File: src/rtl/uart_reg_responder.sv
// Far-end UART command responder: parses W/R frames from received bytes, executes
// them on an internal 8-bit register file and answers with a single reply byte.
module uart_reg_responder #(
   parameter int unsigned NREG          = 16,
   parameter int unsigned AW            = 4,
   parameter int unsigned TIMEOUT_TICKS = 640,
   parameter logic [7:0]  ACK           = 8'h06,
   parameter logic [7:0]  NAK           = 8'h15
) (
   input  logic              clk,
   input  logic              reset,
   input  logic              s_tick,
   input  logic [7:0]        rx_data,
   input  logic              rx_done,
   input  logic              rx_frame_error,
   input  logic              tx_done_tick,
   output logic              tx_start,
   output logic [7:0]        tx_din,
   output logic [NREG*8-1:0] regs_flat,
   output logic              wr_strobe,
   output logic [AW-1:0]     wr_addr,
   output logic              busy,
   output logic              overrun,
   output logic              timeout
);

   localparam logic [7:0] CMD_W = 8'h57;
   localparam logic [7:0] CMD_R = 8'h52;
   localparam int unsigned TW = $clog2(TIMEOUT_TICKS + 1);

   typedef enum logic [2:0] {
      S_IDLE, S_GET_ADDR, S_GET_DATA, S_EXEC, S_SEND, S_WAIT_TX
   } state_t;

   state_t        r_state;
   logic          r_is_wr;
   logic          r_err;
   logic [AW-1:0] r_addr;
   logic [7:0]    r_data;
   logic [7:0]    r_regs [NREG];
   logic [TW-1:0] r_tcnt;
   logic          r_tx_start;
   logic [7:0]    r_tx_din;
   logic          r_wr_strobe;
   logic [AW-1:0] r_wr_addr;
   logic          r_overrun;
   logic          r_timeout;

   logic          w_addr_ok;
   logic          w_tmo_hit;

   assign w_addr_ok = ({1'b0, rx_data} < 9'(NREG));
   assign w_tmo_hit = s_tick && (r_tcnt == TW'(TIMEOUT_TICKS - 1));

   always_ff @(posedge clk) begin
      if (reset) begin
         r_state     <= S_IDLE;
         r_is_wr     <= 1'b0;
         r_err       <= 1'b0;
         r_addr      <= '0;
         r_data      <= '0;
         r_tcnt      <= '0;
         r_tx_start  <= 1'b0;
         r_tx_din    <= '0;
         r_wr_strobe <= 1'b0;
         r_wr_addr   <= '0;
         r_overrun   <= 1'b0;
         r_timeout   <= 1'b0;
         for (int unsigned i = 0; i < NREG; i++) r_regs[i] <= '0;
      end else begin
         r_tx_start  <= 1'b0;
         r_wr_strobe <= 1'b0;
         case (r_state)
            S_IDLE: begin
               if (rx_done) begin
                  r_tcnt <= '0;
                  if (rx_frame_error || (rx_data != CMD_W && rx_data != CMD_R)) begin
                     r_err   <= 1'b1;
                     r_state <= S_EXEC;
                  end else begin
                     r_err   <= 1'b0;
                     r_is_wr <= (rx_data == CMD_W);
                     r_state <= S_GET_ADDR;
                  end
               end
            end
            S_GET_ADDR: begin
               // A byte landing on the final tick takes priority over the timeout.
               if (rx_done) begin
                  r_tcnt <= '0;
                  if (rx_frame_error || !w_addr_ok) begin
                     r_err   <= 1'b1;
                     r_state <= S_EXEC;
                  end else begin
                     r_addr  <= rx_data[AW-1:0];
                     r_state <= r_is_wr ? S_GET_DATA : S_EXEC;
                  end
               end else if (w_tmo_hit) begin
                  r_timeout <= 1'b1;
                  r_state   <= S_IDLE;
               end else if (s_tick) begin
                  r_tcnt <= r_tcnt + TW'(1);
               end
            end
            S_GET_DATA: begin
               if (rx_done) begin
                  r_tcnt <= '0;
                  if (rx_frame_error) begin
                     r_err <= 1'b1;
                  end else begin
                     r_data      <= rx_data;
                     r_wr_strobe <= 1'b1;
                     r_wr_addr   <= r_addr;
                  end
                  r_state <= S_EXEC;
               end else if (w_tmo_hit) begin
                  r_timeout <= 1'b1;
                  r_state   <= S_IDLE;
               end else if (s_tick) begin
                  r_tcnt <= r_tcnt + TW'(1);
               end
            end
            S_EXEC: begin
               if (r_err) begin
                  r_tx_din <= NAK;
               end else if (r_is_wr) begin
                  r_regs[r_addr] <= r_data;
                  r_tx_din       <= ACK;
               end else begin
                  r_tx_din <= r_regs[r_addr];
               end
               if (rx_done) r_overrun <= 1'b1;
               r_tx_start <= 1'b1;
               r_state    <= S_SEND;
            end
            S_SEND: begin
               if (rx_done) r_overrun <= 1'b1;
               r_state <= S_WAIT_TX;
            end
            S_WAIT_TX: begin
               if (rx_done) r_overrun <= 1'b1;
               if (tx_done_tick) r_state <= S_IDLE;
            end
            default: r_state <= S_IDLE;
         endcase
      end
   end

   always_comb begin
      regs_flat = '0;
      for (int unsigned i = 0; i < NREG; i++) regs_flat[8*i +: 8] = r_regs[i];
   end

   assign tx_start  = r_tx_start;
   assign tx_din    = r_tx_din;
   assign wr_strobe = r_wr_strobe;
   assign wr_addr   = r_wr_addr;
   assign busy      = (r_state != S_IDLE);
   assign overrun   = r_overrun;
   assign timeout   = r_timeout;

endmodule

File: config.mk
export PLATFORM = sky130hd
export DESIGN_NAME = uart_reg_responder
export DESIGN_NICKNAME = d
export VERILOG_FILES = /design/src/rtl/uart_reg_responder.sv
export SDC_FILE = /design/constraint.sdc
export NUM_CORES = 1
export LEC_CHECK = 0
export CAP_MARGIN = 20
export CELL_PAD_IN_SITES_DETAIL_PLACEMENT = 1
export CELL_PAD_IN_SITES_GLOBAL_PLACEMENT = 1
export CORE_UTILIZATION = 42
export CTS_CLUSTER_SIZE = 40
export DETAILED_ROUTE_END_ITERATION = 6
export GPL_TIMING_DRIVEN = 0
export PLACE_DENSITY = 0.87
export SLEW_MARGIN = 5
export SYNTH_ARGS = -nofsm -noshare
export SYNTH_HDL_FRONTEND = slang
export SYNTH_SLANG_ARGS = --single-unit
File: constraint.sdc
create_clock -name clk -period 2.6 [get_ports clk]
set_input_delay 0.52 -clock clk [delete_from_list [all_inputs] [get_ports clk]]
set_output_delay 0.52 -clock clk [all_outputs]
set_load 0.01 [all_outputs]
# After elaboration in Yosys (flattened, before gate mapping)
# Memory sizes are Yosys's and may differ from the RTL's. A register that Yosys moved wholly into a read port is not among the register bits.
# Index checks and enable logic that the tools add are counted.
# totals
wordCells,95
input_bits,14
ff_bits,43
memories,1
mem_bits_rw,128
output_inout_bits,145
# mem_list
memory,depth,word_bits,rd,rd_clocked_by_memory_dff,write_ports,line_no,source
r_regs,16,8,17,1,16,40,logic [7:0] r_regs [NREG];
# classes
n_reduce_logical,21
order_cmp,1
bitwise,5
addsub,1
mux,37
n_eq_ne,17
# ops
operator,n
2-to-1 mux 10 bit,4
2-to-1 mux 8 bit,3
case mux 10 bit (2 select lines),1
2-to-1 mux 1 bit,18
case mux 3 bit (6 select lines),1
"!= test 8 x 7 -> 1 bit, second input constant",2
2-to-1 mux 3 bit,5
2-to-1 mux 4 bit,3
"!= test 2 bit, second input constant",6
AND reduction 3 bit,4
"adder 10 x 1 -> 10 bit, second input constant",1
"equality test 10 bit, second input constant",1
"equality test 8 x 7 -> 1 bit, second input constant",1
"less-than comparator 8 x 5 -> 1 bit, second input constant",1
OR reduction 8 bit,1
"equality test 3 x 2 -> 1 bit, second input constant",2
"equality test 3 bit, second input constant",2
AND reduction 6 bit,1
nonzero test 3 bit,2
OR reduction 3 bit,2
inverter 1 bit,5
AND reduction 2 bit,2
AND reduction 4 bit,1
"equality test 3 x 1 -> 1 bit, second input constant",1
10 further kinds,12

# Logic depth before layout (Yosys ltp)
# logic_depth
ltp_word,7
depth_mapped,7
depth_no_buf,5

# Worst setup path after synthesis
# No wires, ideal clock.
# synth_timing
kind,flip-flop to flip-flop
start,reg r_state[1]
end,mem r_regs[9][0] (enable)
path_buffers,2
path_slack_ps,725
t_arrival_ps,1545
setup_ps,329
t_required_ps,2271
path_stages_with_launch,7
synth_period_minus_slack_ps,1875
path_cell_list,dfxtp_1 buf_2 and4bb_1 buf_2 nand2_1 nor4_4 or2_1
# synth_rtl
item,line_no,source
from (decl),35,state_t r_state;
from (signal assigned),96,r_state <= r_is_wr ? S_GET_DATA : S_EXEC;
to (decl),40,

==> results.yml <==
critical_path:
  worstSetupPathType: "flip-flop to flip-flop"
  end_kind: "flip-flop"
  crit_fanout: 9
  crit_chain: "buf_2, and4bb_1, buf_2, nand3_1, nor2_2, or2_1"
  cp-start-kind: "flip-flop"
  slowest_delay_ns: 0.52
  path_common_cell: "buf_2"
  worstPathRequired_ns: 2.68
  crit_arrival_ns: 2.74
  crit_path_top_delay_cell: "nor2_2"
pwr:
  combPwrFrac: 0.149
  p_sw_mw: 1.808
  power_density_nw_per_um2: 615.6
  power.internal_mw: 4.790
  p_leak_nw: 3.758
  power_mw: 6.598
  p_seq_frac: 0.491
  clkPwrFrac: 0.360
  max-vdd-ir-drop_uv: 515.1
  swShare: 0.2741
timing:
  maxSlewHeadroom: 0.5655
  period_needed_ns: 2.660
  fin_setup_tns_ns: -0.4324
  fmax_mhz: 376.0
  fin_ws_ns: -0.05954
  hold_violations: 0
  slew_viol_final: 0
  setup_viol: 8
  tightest_slew_ns: 0.6508
  finClkSkew_ns: 0.01664
  rsz0062_at_grt: "yes"
  post-route-period-util: 1.023
min_path:
  hp-class: "input port to flip-flop"
global_routing:
  grt_start_max_net_pins: 17
  grt_pass1_wl_mm: 40.06
  overflow: 0
  grt_util_all_layers: 0.2770
  antenna_found_initial: 1
  first_global_vias: 6434
synth:
  syn_avg_cell_area_um2: 13.38
  syn-instance-count: 614
  synth_cell_types: 65
  yosysWarnings: 0
  synth-edff-count: 128
  async_flop_share: 0
  synth_seq_area_share: 0.5822
  synthTopCellsByArea: "edfxtp_1, dfxtp_1, and2_1"
  synth-seq-cells: 175
  synth_area_um2: 8218
  yosysTopAreaCellShare: 0.4677
  synth_top_area_cell: "edfxtp_1"
  synth_ff_type: "edfxtp_1"
  synth_nets: 629
floorplanning:
  rows: 50
  coreArea_um2: 18960
  dieArea_um2: 20130
  ioPinCount: 159
  die_width_um: 141.9
  initial_core_util: 0.4335
  die_h_um: 141.9
clock_network:
  cts_tree: "yes"
  numCtsBuffers: 17
  numClockSinks: 175
  path_clk_slew_ns: 0.07
  cts.htree.levels: 4
  clk_path_buf_depth: 2
  clk_latency_ns: 0.44
  cts_root_buf: "clkbuf_16"
finish:
  fin_nets: 805
  drive_above_1_share: 0.1196
  diodes: 0
  fillCellCount: 1909
  stdcell_count: 1063
  fin_util: 0.5654
  area_growth_pct: 30.42
placed_design:
  place_inst: 1031
  dp_slack_ns: -0.5357
  hpwl_mm: 20.09
  gp_congestion: 0.8953
  portBuffers: 157
outcome:
  violations: "negative setup slack"
  outcome: "complete, but fails checks"
drt:
  vias: 6092
  drtIter0Drc: 495
  route.detailed.drc: 0
  vias_per_cell: 5.731
  dr.pass1.iters: 5
  wl_mm: 27.20
  wire_per_inst_um: 25.59
  drtAntennaViolNets: 0
flow_run:
  cap_violations: 0
worst max-delay path, delay by kind of cell, from the launching register on:
family | cells | cell delay [ns]
simple gates | 4 | 1.59
buf+inv | 2 | 0.38
flops | 1 | 0.31
per-stage QoR:
| step | hold slack [ns] | instance area (um2) |
|---|---|---|
| 2_1_floorplan | 0.4426 | 8218 |
| 3_3_place_gp | 0.4555 | 10110 |
| 3_5_place_dp | 0.4760 | 10110 |
| 4_1_cts | 0.4586 | 10650 |
| 5_1_grt | 0.5059 | 10720 |
| 6_report | 0.4624 | 10720 |
routing by layer:
layer  part of all wire  global-route usage
met1               0.39              0.3360
met3              0.082             0.06615
met2               0.50              0.4763
met4              0.030              0.1087
met5                  0                   0
Yosys cell counts (11+ instances only):
master and count:
and2_1 129, edfxtp_1 128, dfxtp_1 47, mux2i_1 38
nor2_1 38, nand2_1 18, or2_1 17, clkbuf_1 16
mux4_1 16, mux4_2 13, buf_2 11, nand2b_1 11
sequential cells by signal, indices dropped and copies added (netlist names), named ones only:
name	flops
overrun	1
r_addr	4
r_data	8
r_err	1
r_is_wr	1
r_regs	128
r_state	3
r_tcnt	10
timeout	1
tx_din	8
tx_start	1
wr_addr	4
wr_strobe	1
final cells by class:
type                    count  area, um2  share of cell area
flip-flops and latches    175       4785              0.4464
multi-input cells         397       3288              0.3068
repair buffers            159       1587              0.1480
clock buffers              20      436.7             0.04074
well taps                 260      325.3             0.03035
plain buffers              35      191.4             0.01786
clock inverters            12      86.33            0.008055
inverters                   5      18.77            0.001751
what timing repair did:
action	in CTS	in global routing
cloned	0	0
pin swaps	0	1
resized for setup	4	15
hold endpoints to repair	0	0
setup buffers	0	2
setup endpoints to repair	56	104
hold buffers	0	0
cell usage in the layout, fill, tap and decap left out, drive strengths merged, types with 4 or more instances in the layout:
master / synthesis / final
nand4: 4 / 4
or2: 19 / 19
edfxtp: 128 / 128
mux4: 29 / 29
mux2: 9 / 9
clkdlybuf4s50: 0 / 157
nand2: 18 / 18
nand3: 7 / 7
nor2b: 7 / 7
nor2: 38 / 38
buf: 20 / 20
nor3: 13 / 13
clkbuf: 17 / 37
a22oi: 5 / 5
o21ai: 8 / 8
a21oi: 9 / 9
nand2b: 11 / 11
mux2i: 38 / 38
and2: 129 / 129
inv: 5 / 9
clkinv: 0 / 5
or3: 4 / 4
a211oi: 6 / 6
dfxtp: 47 / 47
power groups by stage:
stage                     Sequential, mW  Clock [mW]  Combinational, mW
after floorplan                     3.29           0              0.517
after global placement              3.28           0              0.938
after detailed placement            3.30           0              0.974
after CTS                           3.24        2.36              0.983
after global routing                3.25        2.47               1.05
final                               3.24        2.37              0.986
path summary, 6_finish.rpt:
kind	endpoint	start	slack (ns)	depth (start not counted)
worst max register to register	r_regs[4][3]$_SDFFCE_PN0P_	r_state[1]$_SDFFE_PP0P_	-0.06	6
worst min-delay path	overrun$_SDFFE_PP0P_	rx_done	0.46	3
worst min register to register	timeout$_SDFFE_PP0N_	timeout$_SDFFE_PP0N_	0.48	2
worst max-delay path	r_regs[4][3]$_SDFFCE_PN0P_	r_state[1]$_SDFFE_PP0P_	-0.06	6
logic make-up after synthesis:
group | after synthesis | share of synthesized area
AND/OR/NAND/NOR | 269 | 0.1985
adder cells (fa/ha/maj) | 1 | 0.001522
multiplexers | 76 | 0.1454
AO/OA/AOI/OAI | 49 | 0.04278
flip-flops | 175 | 0.5822
XOR/XNOR | 2 | 0.003046
buffers and inverters | 42 | 0.02649
Note: power is estimated with default switching activity, not from simulation.
